### src/rtl/mem_arbiter_pkg.sv
// Shared types and default widths for the instruction/data cache memory arbiter.
//   state_t : transaction FSM encodings (IDLE/ISSUE/WAIT/RESP)
//   owner_t : which requester currently owns the memory port (NONE/I/D)
package mem_arbiter_pkg;

   localparam int unsigned ADDR_W_DEF = 6;
   localparam int unsigned DATA_W_DEF = 32;

   typedef enum logic [1:0] {
      ST_IDLE  = 2'd0,
      ST_ISSUE = 2'd1,
      ST_WAIT  = 2'd2,
      ST_RESP  = 2'd3
   } state_t;

   typedef enum logic [1:0] {
      OWN_NONE = 2'd0,
      OWN_I    = 2'd1,
      OWN_D    = 2'd2
   } owner_t;

endpackage

### src/rtl/mem_arbiter_pick.sv
// Combinational winner select between the I-cache and D-cache requests.
// Configuration macro: MEM_ARB_RR_EN
//   defined   : round-robin; on a tie the requester that did not own last wins
//   undefined : fixed priority, D-cache over I-cache (last_owner port absent)
// Ports:
//   i_req, d_req : pending requests
//   last_owner   : previous grant (round-robin build only)
//   grant_c      : selected owner, OWN_NONE when nobody requests
module mem_arbiter_pick
   import mem_arbiter_pkg::*;
(
   input  logic   i_req,
   input  logic   d_req,
`ifdef MEM_ARB_RR_EN
   input  owner_t last_owner,
`endif
   output owner_t grant_c
);

   always_comb begin
      grant_c = OWN_NONE;
`ifdef MEM_ARB_RR_EN
      if (i_req && d_req) begin
         grant_c = (last_owner == OWN_D) ? OWN_I : OWN_D;
      end else if (d_req) begin
         grant_c = OWN_D;
      end else if (i_req) begin
         grant_c = OWN_I;
      end
`else
      if (d_req) begin
         grant_c = OWN_D;
      end else if (i_req) begin
         grant_c = OWN_I;
      end
`endif
   end

endmodule

### src/rtl/mem_arbiter.sv
// Shares one main-memory port between the read-only I-cache and the read/write D-cache.
// One transaction at a time: IDLE -> ISSUE -> WAIT -> RESP -> IDLE.
// Configuration macro: MEM_ARB_RR_EN (round-robin instead of fixed D-over-I priority).
// Ports:
//   CLK, RESET                        : clock, asynchronous active-low reset
//   i_read/i_address                  : I-cache fetch request (held until i_busywait low)
//   i_readdata/i_busywait             : I-cache response and stall
//   d_read/d_write/d_address/d_writedata : D-cache fetch / write-back request
//   d_readdata/d_busywait             : D-cache response and stall
//   mem_read/mem_write/mem_address/mem_writedata : registered command to memory
//   mem_readdata/mem_busywait         : memory response
module mem_arbiter
   import mem_arbiter_pkg::*;
#(
   parameter int unsigned ADDR_W = ADDR_W_DEF,
   parameter int unsigned DATA_W = DATA_W_DEF
) (
   input  logic              CLK,
   input  logic              RESET,
   input  logic              i_read,
   input  logic [ADDR_W-1:0] i_address,
   output logic [DATA_W-1:0] i_readdata,
   output logic              i_busywait,
   input  logic              d_read,
   input  logic              d_write,
   input  logic [ADDR_W-1:0] d_address,
   input  logic [DATA_W-1:0] d_writedata,
   output logic [DATA_W-1:0] d_readdata,
   output logic              d_busywait,
   output logic              mem_read,
   output logic              mem_write,
   output logic [ADDR_W-1:0] mem_address,
   output logic [DATA_W-1:0] mem_writedata,
   input  logic [DATA_W-1:0] mem_readdata,
   input  logic              mem_busywait
);

   state_t            state, state_n;
   owner_t            owner, owner_n;
   owner_t            grant_c;
   logic              load_c, capture_c;
   logic              cmd_read, cmd_write;
   logic [ADDR_W-1:0] cmd_addr;
   logic [DATA_W-1:0] cmd_wdata;
   logic [DATA_W-1:0] i_rdata, d_rdata;
   logic              d_req;

   assign d_req = d_read || d_write;

`ifdef MEM_ARB_RR_EN
   owner_t last_owner;

   // Remember who was granted last so a tie goes to the other side.
   always_ff @(posedge CLK or negedge RESET) begin
      if (!RESET) begin
         last_owner <= OWN_I;
      end else if (load_c) begin
         last_owner <= grant_c;
      end
   end

   mem_arbiter_pick u_pick (
      .i_req      (i_read),
      .d_req      (d_req),
      .last_owner (last_owner),
      .grant_c    (grant_c)
   );
`else
   mem_arbiter_pick u_pick (
      .i_req   (i_read),
      .d_req   (d_req),
      .grant_c (grant_c)
   );
`endif

   // FSM state and owner registers.
   always_ff @(posedge CLK or negedge RESET) begin
      if (!RESET) begin
         state <= ST_IDLE;
         owner <= OWN_NONE;
      end else begin
         state <= state_n;
         owner <= owner_n;
      end
   end

   // Next-state: ISSUE always lasts one cycle because memory may raise busywait late.
   always_comb begin
      state_n   = state;
      owner_n   = owner;
      load_c    = 1'b0;
      capture_c = 1'b0;
      case (state)
         ST_IDLE: begin
            if (grant_c != OWN_NONE) begin
               state_n = ST_ISSUE;
               owner_n = grant_c;
               load_c  = 1'b1;
            end
         end
         ST_ISSUE: state_n = ST_WAIT;
         ST_WAIT: begin
            if (!mem_busywait) begin
               state_n   = ST_RESP;
               capture_c = 1'b1;
            end
         end
         ST_RESP: begin
            state_n = ST_IDLE;
            owner_n = OWN_NONE;
         end
         default: begin
            state_n = ST_IDLE;
            owner_n = OWN_NONE;
         end
      endcase
   end

   // Command latch at grant; a D request with both read and write is a write.
   always_ff @(posedge CLK or negedge RESET) begin
      if (!RESET) begin
         cmd_read  <= 1'b0;
         cmd_write <= 1'b0;
         cmd_addr  <= '0;
         cmd_wdata <= '0;
      end else if (load_c) begin
         if (grant_c == OWN_D) begin
            cmd_read  <= d_read && !d_write;
            cmd_write <= d_write;
            cmd_addr  <= d_address;
            cmd_wdata <= d_writedata;
         end else begin
            cmd_read  <= 1'b1;
            cmd_write <= 1'b0;
            cmd_addr  <= i_address;
            cmd_wdata <= '0;
         end
      end
   end

   // Read data capture into the owner's return register; writes leave it untouched.
   always_ff @(posedge CLK or negedge RESET) begin
      if (!RESET) begin
         i_rdata <= '0;
         d_rdata <= '0;
      end else if (capture_c && cmd_read) begin
         if (owner == OWN_I) begin
            i_rdata <= mem_readdata;
         end else if (owner == OWN_D) begin
            d_rdata <= mem_readdata;
         end
      end
   end

   // Memory command is decoded from registers and state only.
   assign mem_read      = cmd_read  && ((state == ST_ISSUE) || (state == ST_WAIT));
   assign mem_write     = cmd_write && ((state == ST_ISSUE) || (state == ST_WAIT));
   assign mem_address   = cmd_addr;
   assign mem_writedata = cmd_wdata;

   assign i_readdata = i_rdata;
   assign d_readdata = d_rdata;

   // Stall every requester except the owner during its RESP cycle; forced low in reset.
   assign i_busywait = RESET && i_read && !((state == ST_RESP) && (owner == OWN_I));
   assign d_busywait = RESET && d_req  && !((state == ST_RESP) && (owner == OWN_D));

endmodule

### config.mk
export PLATFORM = sky130hd
export DESIGN_NAME = mem_arbiter
export DESIGN_NICKNAME = d
export VERILOG_FILES = /design/src/rtl/mem_arbiter_pkg.sv /design/src/rtl/mem_arbiter_pick.sv /design/src/rtl/mem_arbiter.sv
export SDC_FILE = /design/constraint.sdc
export NUM_CORES = 1
export LEC_CHECK = 0
export ABC_AREA = 1
export CAP_MARGIN = 10
export CORE_MARGIN = 2
export CORE_UTILIZATION = 44
export CTS_BUF_LIST = sky130_fd_sc_hd__clkbuf_2 sky130_fd_sc_hd__clkbuf_4 sky130_fd_sc_hd__clkbuf_8
export DETAILED_ROUTE_END_ITERATION = 16
export MAX_ROUTING_LAYER = met4
export PLACE_DENSITY = 0.85
export SLEW_MARGIN = 20
export SYNTH_ARGS = -nofsm -noshare
export SYNTH_HDL_FRONTEND = slang
export SYNTH_SLANG_ARGS = --single-unit
### constraint.sdc
create_clock -name CLK -period 1.69 [get_ports CLK]
set_input_delay 0.169 -clock CLK [delete_from_list [all_inputs] [get_ports CLK]]
set_output_delay 0.169 -clock CLK [all_outputs]
set_load 0.005 [all_outputs]
==> results.py <==
metrics = {
    "clock_tree": {
        "h-tree-depth": 3,
        "numCtsBuffers": 9,
        "cts.clk_slew.worst_paths_ps": 90,
        "root_buffer": "clkbuf_8",
        "numClockSinks": 108,
        "tritoncts": "built",
        "worstSkewPairLatency_ps": 360,
        "clockBufferDepth": 2,
    },
    "setup_path": {
        "worst_setup_path_end_kind": "output port",
        "critPathSlowestCell": "dfrtp_1",
        "regToRegSetupSlack_ps": 90,
        "crit_path_max_fanout": 3,
        "critPathMaxStageDelay_ps": 380,
        "cp-start-kind": "flop",
        "crit_type": "flop to output port",
        "path_cells": "buf_6 > inv_4 > ha_4 > nand2_2 > inv_1 > clkdlybuf4s15_1",
        "worstPathRequired_ps": 1520,
        "cp.arrival_ps": 1460,
    },
    "place": {
        "place.gp.congestion": 0.766,
        "port-buffer-count": 187,
        "hpwl_mm": 8.06,
        "placed_cells": 786,
        "place_ws_ps": -7.52,
        "placed_cell_area_sq_mm": 0.00648,
    },
    "min_path": {
        "hp-class": "input port to asynchronous set/reset pin",
    },
    "synth": {
        "ys_seq_area_share_pct": 60.1,
        "synth-edff-count": 0,
        "synthAdderAreaFrac_pct": 0.834,
        "synth_ff_type": "dfrtp_1",
        "synthSimpleGateAreaFrac_pct": 20.4,
        "synthArstFlopShare_pct": 100,
        "synth_xor_area_share_pct": 0,
        "synth.yosys.warnings": 0,
        "synth_top_family_by_area": "simple AND/OR/NAND/NOR gates",
        "synth-compound-area-share_pct": 10.7,
        "ys_types": 19,
        "synthCells": 474,
        "syn_nets": 559,
        "synth.area.mux_share_pct": 0,
        "syn_area_sq_mm": 0.00450,
        "ys_ff_latch": 108,
        "syn-mean-instance-area_sq_um": 9.49,
    },
    "power_and_ir_drop": {
        "cellPowerDensity_mw_per_mm2": 1580,
        "vdd_ir_drop_max_mv": 0.779,
        "power_mw": 10.7,
        "p_leak_nw": 3.31,
    },
    "detailed_routing": {
        "drtIter0Drc": 160,
        "vias": 3797,
        "routedWlPerCell_microns": 14.0,
        "viasPerCell": 4.71,
        "firstDrtPassIters": 5,
        "ant_nets": 0,
        "drc_errors": 0,
        "wl_mm": 11.3,
    },
    "layout": {
        "num_antenna_cells": 0,
        "fin_area_sq_mm": 0.00674,
        "final_cell_mix": "nand2_1 (216), clkdlybuf4s50_1 (182), dfrtp_1 (108), inv_1 (42), o21ai_2 (39)",
        "areaGrowthSynthToFinish_pct": 49.7,
        "utilization_pct": 68.3,
        "nNetsFinal": 755,
        "final_cells": 807,
        "final_common_cell": "nand2_1",
        "fill_cells": 759,
        "drive_above_1_share_pct": 12.9,
    },
    "sta": {
        "worst_slew_pin_slew_ps": 544,
        "hold-worst-slack_ps": 221,
        "fmax_mhz": 615,
        "final_hold_viol_count": 0,
        "layout_min_cycle_time_ps": 1630,
        "fin_tns_setup_ps": 0,
        "rsz0062_at_grt": "yes",
        "max_slew_margin_pct": 63.8,
        "finalSetupViolCount": 0,
        "fin_ws_ps": 64.4,
        "finalMaxSlewViolations": 0,
        "finalCritPeriodShare_pct": 96.2,
        "clock_skew_ps": 10.0,
    },
    "floorplanning": {
        "die_area_sq_mm": 0.0111,
        "rows": 36,
        "core_area_sq_mm": 0.00986,
        "fp.dieW_microns": 105,
        "start_util_pct": 45.6,
        "die-height_microns": 105,
        "ios": 188,
    },
    "grt": {
        "grt_max_degree": 103,
        "grt_pass1_wl_mm": 18.2,
        "grt_pass1_vias": 3818,
        "grt_usage_pct": 21.3,
        "antenna_found_initial": 0,
        "overflow": 0,
    },
    "job": {
        "cap_violations": 0,
    },
    "outcome": {
        "status": "completed",
    },
}
==> final cells by class <==
| class | instances | area, sq um | area share (%) |
|---|---|---|---|
| Sequential cell | 108 | 2700 | 40.1 |
| Inverter | 45 | 174 | 2.58 |
| Clock buffer | 10 | 131 | 1.95 |
| Clock inverter | 5 | 30.0 | 0.446 |
| Timing Repair Buffer | 203 | 2060 | 30.6 |
| Multi-Input combinational cell | 303 | 1470 | 21.8 |
| Tap cell | 133 | 166 | 2.47 |
==> path summary, 6_finish.rpt <==
path,start,end,cells past startpoint
min in group CLK,d_writedata[22],mem_writedata[22],3
min reg2reg,mem_writedata[1],mem_writedata[1],2
min,RESET,mem_writedata[1],2
max,state[1],mem_write,6
max in group asynchronous,RESET,mem_writedata[11],3
max reg2reg,state[1],i_readdata[23],9
==> registers in the layout, summed over array words and instances, names as in the netlist <==
name           flops
cmd_read           1
cmd_write          1
d_readdata        32
i_readdata        32
mem_address        6
mem_writedata     32
owner              2
state              2
==> timing repair <==
action                                  4_1_cts  5_1_grt
gates cloned                                  0        2
pin swaps                                     0        1
resized for setup                            10        9
hold buffers                                  1        0
hold endpoints to repair                     83        0
endpoints found under the setup margin        4       75
setup buffers                                 3        0
==> power by group <==
group	total [mW]	internal [mW]	switching, mW
sequential	4.36	3.72	0.638
combinational	4.95	2.90	2.05
clock	1.36	0.538	0.818
total	10.7	7.16	3.50
==> Yosys cell counts (2+ instances only) <==
library cell | count | area, sq um
nand2_4 | 2 | 22.5
ha_1 | 3 | 37.5
nand2_1 | 217 | 815
o21ai_2 | 39 | 342
dfrtp_1 | 108 | 2700
nand2_2 | 2 | 12.5
o21ai_0 | 2 | 10.0
nor2_4 | 2 | 22.5
inv_1 | 44 | 165
buf_6 | 13 | 146
nor2_1 | 2 | 7.51
buf_4 | 6 | 45.0
nand3_1 | 4 | 20.0
o21ai_1 | 25 | 125
==> kinds of logic after synthesis <==
kind of cell             Yosys count
AO/OA/AOI/OAI                     67
adder cells (fa/ha/maj)            3
buffers and inverters             64
flip-flops                       108
AND/OR/NAND/NOR                  232
==> worst max-delay path, delay by kind of cell (launching register included) <==
| kind | cells | cell delay (ps) |
|---|---|---|
| adder cells (fa/ha/maj) | 1 | 270 |
| AND/OR/NAND/NOR | 1 | 40 |
| flip-flops | 1 | 380 |
| buffers and inverters | 4 | 410 |
==> metal layers <==
metal,GRT usage (%),vias up,wire (microns),part of all wire [%]
met4,8.57,0,293,2.6
met1,26.7,1787,4890,43
met5,-,-,0,0
met2,34.6,145,5590,50
li1,-,1844,-,-
met3,3.37,21,500,4.4
Note: power is estimated with default switching activity, not from simulation.
